===== config.mk =====
export PLATFORM = sky130hd
export DESIGN_NAME = speed_counter_mc
export DESIGN_NICKNAME = d
export VERILOG_FILES = /design/src/rtl/speed_counter_mc.sv
export SDC_FILE = /design/constraint.sdc
export NUM_CORES = 1
export LEC_CHECK = 0
export CORE_UTILIZATION = 45
export CTS_CLUSTER_SIZE = 25
export DETAILED_ROUTE_END_ITERATION = 12
export DONT_BUFFER_PORTS = 1
export GPL_TIMING_DRIVEN = 0
export SLEW_MARGIN = 20
export SYNTH_ARGS = -nofsm -noshare
export SYNTH_HDL_FRONTEND = slang
export SYNTH_SLANG_ARGS = --single-unit

===== constraint.sdc =====
create_clock -name clk_test -period 9.2 [get_ports clk_test]
set_clock_uncertainty 0.15 [all_clocks]
set_input_delay 0.92 -clock clk_test [delete_from_list [all_inputs] [get_ports clk_test]]
set_output_delay 0.92 -clock clk_test [all_outputs]
set_load 0.02 [all_outputs]

===== src/rtl/speed_counter_mc.sv =====
// speed_counter_mc: multi-channel gated pulse counter with sequential double-dabble BCD readout.
// Optional build macro COUNT_SAT_EN: saturating live counters with a sticky overflow bit on ovf.
module speed_counter_mc #(
  parameter int NUM_CH     = 2,
  parameter int CNT_W      = 11,
  parameter int BCD_DIGITS = 3,
  localparam int CH_W      = (NUM_CH > 1) ? $clog2(NUM_CH) : 1
) (
  input  logic                    clk_test,
  input  logic                    reset,
  input  logic                    gate,
  input  logic                    clr_count,
  input  logic [NUM_CH-1:0]       pulse_in,
  input  logic                    conv_ready,
  output logic                    bcd_valid,
  output logic [CH_W-1:0]         bcd_ch,
  output logic [4*BCD_DIGITS-1:0] bcd_out,
  output logic                    ovf,
  output logic                    busy
);
  localparam int BW   = 4 * BCD_DIGITS;
  localparam int BC_W = $clog2(CNT_W + 1);
  localparam logic [31:0] BCD_MAX = (32'd10 ** BCD_DIGITS) - 32'd1;

  typedef enum logic [1:0] {
    IDLE    = 2'd0,
    LOAD    = 2'd1,
    SHIFT   = 2'd2,
    PRESENT = 2'd3
  } state_t;

  function automatic logic [BW-1:0] dd_adjust(input logic [BW-1:0] a);
    logic [BW-1:0] r;
    r = a;
    for (int d = 0; d < BCD_DIGITS; d++) begin
      if (r[4*d +: 4] >= 4'd5) r[4*d +: 4] = r[4*d +: 4] + 4'd3;
      else                     r[4*d +: 4] = r[4*d +: 4];
    end
    return r;
  endfunction

  logic [NUM_CH-1:0] sync1_r, sync2_r, sync3_r, edge_s;
  logic              gate_d_r, fall_s, accept_s;
  logic [CNT_W-1:0]  cnt_r  [NUM_CH];
  logic [CNT_W-1:0]  snap_r [NUM_CH];
  state_t            state_r, state_s;
  logic [CH_W-1:0]   ch_r, ld_ch_s;
  logic              load_s, xfer_s, last_bit_s;
  logic [BC_W-1:0]   bit_r;
  logic [CNT_W-1:0]  shift_r;
  logic [BW-1:0]     acc_r, adj_s, acc_next_s;
  logic              range_r;
`ifdef COUNT_SAT_EN
  logic [NUM_CH-1:0] sat_r, snap_sat_r;
`endif

  assign edge_s     = sync2_r & ~sync3_r;
  assign fall_s     = gate_d_r & ~gate;
  assign accept_s   = fall_s & (state_r == IDLE);
  assign adj_s      = dd_adjust(acc_r);
  assign acc_next_s = {adj_s[BW-2:0], shift_r[CNT_W-1]};
  assign last_bit_s = (bit_r == BC_W'(CNT_W - 1));

  // Pulse synchronisers (third stage is the edge-detect history) and gate history.
  always_ff @(posedge clk_test or posedge reset) begin
    if (reset) begin
      sync1_r  <= '0;
      sync2_r  <= '0;
      sync3_r  <= '0;
      gate_d_r <= 1'b0;
    end else begin
      sync1_r  <= pulse_in;
      sync2_r  <= sync1_r;
      sync3_r  <= sync2_r;
      gate_d_r <= gate;
    end
  end

  // Live counters: any gate fall clears them, even when the window is discarded.
  always_ff @(posedge clk_test or posedge reset) begin
    if (reset) begin
      for (int c = 0; c < NUM_CH; c++) cnt_r[c] <= '0;
`ifdef COUNT_SAT_EN
      sat_r <= '0;
`endif
    end else begin
      for (int c = 0; c < NUM_CH; c++) begin
        if (clr_count || fall_s) begin
          cnt_r[c] <= '0;
`ifdef COUNT_SAT_EN
          sat_r[c] <= 1'b0;
`endif
        end else if (gate && edge_s[c]) begin
`ifdef COUNT_SAT_EN
          if (cnt_r[c] == {CNT_W{1'b1}}) sat_r[c] <= 1'b1;
          else                          cnt_r[c] <= cnt_r[c] + CNT_W'(1);
`else
          cnt_r[c] <= cnt_r[c] + CNT_W'(1);
`endif
        end
      end
    end
  end

  // Snapshot bank, captured only on an accepted gate fall.
  always_ff @(posedge clk_test or posedge reset) begin
    if (reset) begin
      for (int c = 0; c < NUM_CH; c++) snap_r[c] <= '0;
`ifdef COUNT_SAT_EN
      snap_sat_r <= '0;
`endif
    end else if (accept_s) begin
      for (int c = 0; c < NUM_CH; c++) snap_r[c] <= cnt_r[c];
`ifdef COUNT_SAT_EN
      snap_sat_r <= sat_r;
`endif
    end
  end

  // Conversion state register.
  always_ff @(posedge clk_test or posedge reset) begin
    if (reset) state_r <= IDLE;
    else       state_r <= state_s;
  end

  // Next state; a transfer with channels remaining loads the next one directly.
  always_comb begin
    state_s = state_r;
    load_s  = 1'b0;
    xfer_s  = 1'b0;
    ld_ch_s = ch_r;
    case (state_r)
      IDLE: begin
        if (accept_s) state_s = LOAD;
        else          state_s = IDLE;
      end
      LOAD: begin
        load_s  = 1'b1;
        state_s = SHIFT;
      end
      SHIFT: begin
        if (last_bit_s) state_s = PRESENT;
        else            state_s = SHIFT;
      end
      PRESENT: begin
        if (conv_ready) begin
          xfer_s = 1'b1;
          if (ch_r == CH_W'(NUM_CH - 1)) begin
            state_s = IDLE;
          end else begin
            load_s  = 1'b1;
            ld_ch_s = ch_r + CH_W'(1);
            state_s = SHIFT;
          end
        end else begin
          state_s = PRESENT;
        end
      end
      default: state_s = IDLE;
    endcase
  end

  // Double-dabble datapath and registered result outputs.
  always_ff @(posedge clk_test or posedge reset) begin
    if (reset) begin
      ch_r      <= '0;
      bit_r     <= '0;
      shift_r   <= '0;
      acc_r     <= '0;
      range_r   <= 1'b0;
      bcd_valid <= 1'b0;
      bcd_ch    <= '0;
      bcd_out   <= '0;
      busy      <= 1'b0;
`ifdef COUNT_SAT_EN
      ovf       <= 1'b0;
`endif
    end else begin
      if (accept_s) begin
        ch_r <= '0;
        busy <= 1'b1;
      end
      if (load_s) begin
        ch_r    <= ld_ch_s;
        shift_r <= snap_r[ld_ch_s];
        acc_r   <= '0;
        bit_r   <= '0;
        range_r <= (32'(snap_r[ld_ch_s]) > BCD_MAX);
      end else if (state_r == SHIFT) begin
        shift_r <= shift_r << 1;
        acc_r   <= acc_next_s;
        bit_r   <= bit_r + BC_W'(1);
        if (last_bit_s) begin
          bcd_valid <= 1'b1;
          bcd_ch    <= ch_r;
          bcd_out   <= range_r ? {BCD_DIGITS{4'h9}} : acc_next_s;
`ifdef COUNT_SAT_EN
          ovf       <= snap_sat_r[ch_r];
`endif
        end
      end
      if (xfer_s) begin
        bcd_valid <= 1'b0;
`ifdef COUNT_SAT_EN
        ovf       <= 1'b0;
`endif
        if (state_s == IDLE) busy <= 1'b0;
      end
    end
  end

`ifndef COUNT_SAT_EN
  assign ovf = 1'b0;
`endif

endmodule


==> results of run 1 <==
==> cell usage after synthesis (5+ instances only) <==
| cell | number |
|---|---|
| nand2_1 | 28 |
| clkbuf_1 | 7 |
| a22oi_1 | 6 |
| mux2i_1 | 9 |
| o21ai_0 | 26 |
| inv_1 | 13 |
| nand3_1 | 14 |
| a21oi_1 | 23 |
| nand2b_1 | 10 |
| xor2_1 | 12 |
| and3_1 | 5 |
| dfrtp_1 | 97 |
| ha_1 | 10 |
| nor3_1 | 9 |
| xnor2_1 | 10 |
| nor2_1 | 37 |
| a22o_1 | 13 |
| buf_2 | 7 |
| nand4_1 | 7 |
| or3_1 | 5 |
| mux2_2 | 22 |
==> final timing paths <==
path | from | endpoint | slack (ps) | depth (start not counted)
worst max-delay path | state_r[1]$_DFF_PP0_ | snap_r[21]$_DFFE_PP0P_ | 7110 | 4
worst min-delay path | sync1_r[0]$_DFF_PP0_ | sync2_r[0]$_DFF_PP0_ | 210 | 0
worst max register to register | state_r[1]$_DFF_PP0_ | snap_r[21]$_DFFE_PP0P_ | 7110 | 4
worst min register to register | sync1_r[0]$_DFF_PP0_ | sync2_r[0]$_DFF_PP0_ | 210 | 0
max in group asynchronous | reset | cnt_r[9]$_DFFE_PP0P_ | 8070 | 2
min in group asynchronous | reset | bcd_out[2]$_DFFE_PP0P_ | 240 | 1
==> worst max-delay path, cell delays in order, from the launching register on <==
cell and delay, ps:
dfrtp_1 460, or2_1 340, nor3b_4 450, buf_6 220, mux2_2 340
==> per-stage QoR <==
| stage | util, % | power (mW) |
|---|---|---|
| after floorplan | - | 0.9410 |
| after global placement | 49.00 | 1.031 |
| after detailed placement | 49.34 | 1.047 |
| after CTS | 51.42 | 1.325 |
| after global routing | 51.47 | 1.416 |
| final | 51.47 | 1.317 |
==> final cells by class <==
cell class              count  area, sq um  share of cell area (%)
well taps                 129        161.4                   3.331
inverters                  13        53.80                   1.110
clock inverters             5        53.80                   1.110
repair buffers              1        27.53                  0.5680
clock buffers              11        141.4                   2.918
multi-input cells         285         1889                   38.99
flip-flops and latches     97         2427                   50.09
plain buffers              17        91.34                   1.885
==> sequential cells by signal, indices dropped and copies added (netlist names), 2 cells and up <==
register	cells
cnt_r	22
snap_r	22
acc_r	12
bcd_out	12
shift_r	11
bit_r	4
state_r	2
sync1_r	2
sync2_r	2
sync3_r	2
==> cell usage in the layout, fill, tap and decap left out, drive strengths merged, types with 10 or more instances in the layout <==
cell    instances
dfrtp          97
nor2           38
nand2          28
o21ai          27
a21oi          23
mux2           23
clkbuf         18
nand3          14
inv            14
a22o           13
xor2           12
buf            11
nand2b         10
xnor2          10
ha             10
==> cells by family after synthesis <==
| kind of cell | Yosys count |
|---|---|
| compound gates | 84 |
| flops | 97 |
| xor+xnor | 22 |
| mux | 32 |
| fa+ha+maj | 10 |
| other cells | 1 |
| simple gates | 136 |
| buf+inv | 30 |
==> per-layer routing <==
metal	track usage, %	wire (microns)
met5	0	0
met4	7.692	155
met3	2.899	203
met2	30.35	4103
met1	26.65	4325
==> power breakdown <==
group / switching (mW) / total (mW) / internal (mW)
sequential: 0.117 / 0.637 / 0.520
combinational: 0.238 / 0.403 / 0.165
clock: 0.144 / 0.277 / 0.133
total: 0.499 / 1.32 / 0.819
==> reports/qor.yml, run 1 <==
status: "finished clean"
die_w_microns: 101.5
die_h_microns: 101.5
fmax_ghz: 0.4788
grt_max_degree: 64
grt_pass1_vias: 3052
fin_nets: 441
place_inst: 542
holdBufCountCts: 0
fill_cells: 854
setup_violations: 0
place_congestion: 0.7996
antennaDiodeCount: 0
tritoncts: "yes"
grt_pass1_wl_microns: 15060
drive_gt1_share_pct: 12.35
synth_fp_nets: 429
vdd_drop_max_v: 0.0001083
io_pins: 23
cts_inserted_buffers: 9
cts-root-buf: "clkbuf_8"
drv_cap: 0
dieArea_sq_mm: 0.01029
clk_latency_ps: 360
max_slew_margin_pct: 52.14
synth_area_leaders: "dfrtp_1, mux2_2, nor2_1, o21ai_0, ha_1"
p_leak_nw: 2.201
worst_pin_slew_ps: 714.5
portBuffers: 0
rsz0062_at_grt: "no"
routed_wl_microns: 8788
yosysWarnings: 0
ys_types: 46
finalHoldViolCount: 0
fin_cells: 558
synthFlopType: "dfrtp_1"
antenna_left: 0
ys_seq_area_share_pct: 54.53
num_vias: 3031
grt_usage_pct: 19.20
critPathArrivalTime_ps: 2180
clock_path_buffers: 2
synth.avg_cell_area_sq_um: 10.81
synth_area_sq_mm: 0.004452
dpl_cell_area_sq_mm: 0.004646
synth-edff-count: 0
initial_core_util_pct: 47.28
cp.required_ps: 9290
final.setup.tns_ps: 0
final_area_sq_mm: 0.004846
synth.area.mux_share_pct: 7.841
clk_pin_slew_ps: 90
place_ws_ps: 6860
htree_levels: 3
synth_xor_area_share_pct: 4.328
async_reset_ff_share_pct: 100.0
synth_compound_area_share_pct: 11.69
slew_violations: 0
netlist.top_cell.by_area: "dfrtp_1"
ys_ff_latch: 97
clock-sinks: 97
grt.overflow.total: 0
fin_hold_ws_ps: 206.3
synthAdderAreaFrac_pct: 2.811
worstSetupPathType: "flop to flop"
row_count: 35
setup_ws_ps: 7111
yosys.area_share.simple_pct: 15.57
finalCriticalPeriod_ps: 2089
dr.pass1.iters: 4
netlist_instances: 412
hp-class: "flop to flop"
dp_hpwl_microns: 6202
drtIter0Drc: 125
yosys.area.top_type_share_pct: 54.53
cp-end-kind: "flop"
drt-vias-per-instance: 5.432
critPathMaxFanout: 10
power_density_mw_per_mm2: 271.9
antenna_found_initial: 0
remaining_drc_errors: 0
cp-start-kind: "flop"
area_delta_synth_final_pct: 8.853
synth_top_family_by_area: "simple AND/OR/NAND/NOR gates"
cts_setup_buffers: 0
postCtsResizedCells: 0
core-area_sq_mm: 0.009415
fin_crit_sh_pct: 22.70
post_drt_wl_per_cell_microns: 15.75
Power figures use the tool's default switching activity.
==> run 2, diff against run 1 <==
- clock period: 9.2 -> 2 ns (I/O delays scaled with it)
==> run 2 against run 1 <==
Design area grew 2.8%. Non-clock buffer count grew 8. Combinational power grew to 4.7 times the previous value. Routed wire length grew 0.56%. Sequential share of layout area shrank 1.4 points. Critical path type unchanged.
==> reports/qor.yml, run 2 (synthesis results as in run 1) <==
status: "finished clean"
cp-end-kind: "flop"
route.met3.wl_microns: 266  # +31%
grt_pass1_wl_microns: 15310  # +1.7%
routed.top_layer: "met4"
setup_violations: 0  # unchanged
dr.pass1.iters: 4  # unchanged
fin_hold_ws_ps: 14.15  # -192.2 ps
routed_wl_microns: 8837  # +0.56%
worst_pin_slew_ps: 648.4  # -66.14 ps
critPathArrivalTime_ps: 2060  # -120 ps
grt_max_degree: 31  # -52%
total_power_mw: 6.229  # +370%
critPathMaxFanout: 10  # unchanged
drt-vias-per-instance: 5.451  # +0.34%
finalCriticalPeriod_ps: 1965  # -123.7 ps
finalHoldViolCount: 0  # unchanged
clock-sinks: 97  # unchanged
tritoncts: "yes"
drtIter0Drc: 128  # +2.4%
vdd_drop_max_v: 0.0004544  # +320%
final.setup.tns_ps: 0  # unchanged
power_density_mw_per_mm2: 1250  # +360%
htree_levels: 3  # unchanged
top_regs: "cnt_r x22, snap_r x22"
place_congestion: 0.8512  # +6.5%
antenna_left: 0  # unchanged
dieArea_sq_mm: 0.01029  # unchanged
place_ws_ps: -147.4  # -7007 ps
grt_usage_pct: 19.54  # +0.35 points
rr_startpoint: "state_r[1]$_DFF_PP0_"
fmax_ghz: 0.5089  # +6.3%
clock_path_buffers: 2  # unchanged
dr_wl_met2_microns: 4114  # +0.27%
initial_core_util_pct: 47.28  # unchanged
cts-root-buf: "clkbuf_8"
clk_pin_slew_ps: 100  # about the same
met1_length_microns: 4269  # -1.3%
grt.overflow.total: 0  # unchanged
row_count: 35  # unchanged
drv_cap: 0  # unchanged
num_vias: 3085  # +1.8%
grt_pass1_vias: 3017  # -1.1%
worstSetupPathType: "flop to flop"
cp-startpoint: "state_r[1]$_DFF_PP0_"
antenna_found_initial: 0  # unchanged
cp.required_ps: 2090  # -7200 ps
portBuffers: 0  # unchanged
fin_crit_sh_pct: 98.24  # +76 points
p_leak_nw: 2.253  # +2.4%
die_h_microns: 101.5  # unchanged
io_pins: 23  # unchanged
cp-start-kind: "flop"
setup_ws_ps: 35.13  # -7076 ps
post_drt_wl_per_cell_microns: 15.61  # -0.86%
layout_commonest_cell: "dfrtp_1"
final_area_sq_mm: 0.004981  # +2.8%
cts_inserted_buffers: 9  # unchanged
area_delta_synth_final_pct: 11.89
max_slew_margin_pct: 56.54  # +4.4 points
dp_hpwl_microns: 6445  # +3.9%
reg2reg_to: "snap_r[21]$_DFFE_PP0P_"
dpl_cell_area_sq_mm: 0.004684  # +0.83%
reg2reg_slack_ps: 40  # -7080 ps
final_cell_mix: "dfrtp_1, nor2_1, nand2_1"
remaining_drc_errors: 0  # unchanged
core-area_sq_mm: 0.009415  # unchanged
fin_nets: 449  # +1.8%
die_w_microns: 101.5  # unchanged
antennaDiodeCount: 0  # unchanged
hp-class: "primary input to flop"
rsz0062_at_grt: "yes"
slew_violations: 0  # unchanged
clk_latency_ps: 360  # about the same
cp-endpoint: "snap_r[21]$_DFFE_PP0P_"
reg2reg_depth: 4  # unchanged
drive_gt1_share_pct: 13.04  # +0.69 points
[run 2: worst min path at each step]
stage                      from                    end  depth (start not counted)
floorplan                  gate     gate_d_r$_DFF_PP0_                          0
global placement    pulse_in[0]   sync1_r[0]$_DFF_PP0_                          0
detailed placement        reset  cnt_r[18]$_DFFE_PP0P_                          1
CTS                        gate  cnt_r[11]$_DFFE_PP0P_                          3
global route               gate  cnt_r[11]$_DFFE_PP0P_                          3
finish                     gate  cnt_r[11]$_DFFE_PP0P_                          3
[run 2: cell type report]
cell class	count	area, sq um
inverter	13	52.55
fill	838	4434
clock inverter	5	78.83
buffer	17	91.34
multi-input combinational	285	1903
sequential	97	2427
timing repair buffer	9	125.1
clock buffer	11	141.4
tap	129	161.4
[run 2: through the flow]
stage	utilization (%)	std cells
after global routing	52.90	566
final	52.90	566
after floorplan	-	412
after global placement	49.04	541
after detailed placement	49.75	544
after CTS	52.82	566
[run 2: worst max-delay path, stage by stage (launching register included)]
cell     delay, ps
dfrtp_1        460
or2_1          370
nor3b_4        330
buf_6          210
mux2_2         340
[run 2: per-layer routing]
layer,track usage (%),vias up
met5,0,-
met4,7.804,0
met3,2.968,14
met2,30.72,61
met1,27.27,1529
li1,-,1481
[run 2: repair_timing]
item | in CTS | in global routing
hold buffers | 5 | 0
setup endpoints to repair | 27 | 23
buffers inserted | 1 | 0
pin swaps | 1 | 1
resized for setup | 2 | 2
gates cloned | 0 | 0
endpoints found under the hold margin | 32 | 0
[run 2: power by group]
part	internal [mW]	leakage (nW)	switching, mW
Sequential	2.39	1.28	0.540
Combinational	0.788	0.863	1.10
Clock	0.738	0.113	0.673
Total	3.92	2.25	2.31
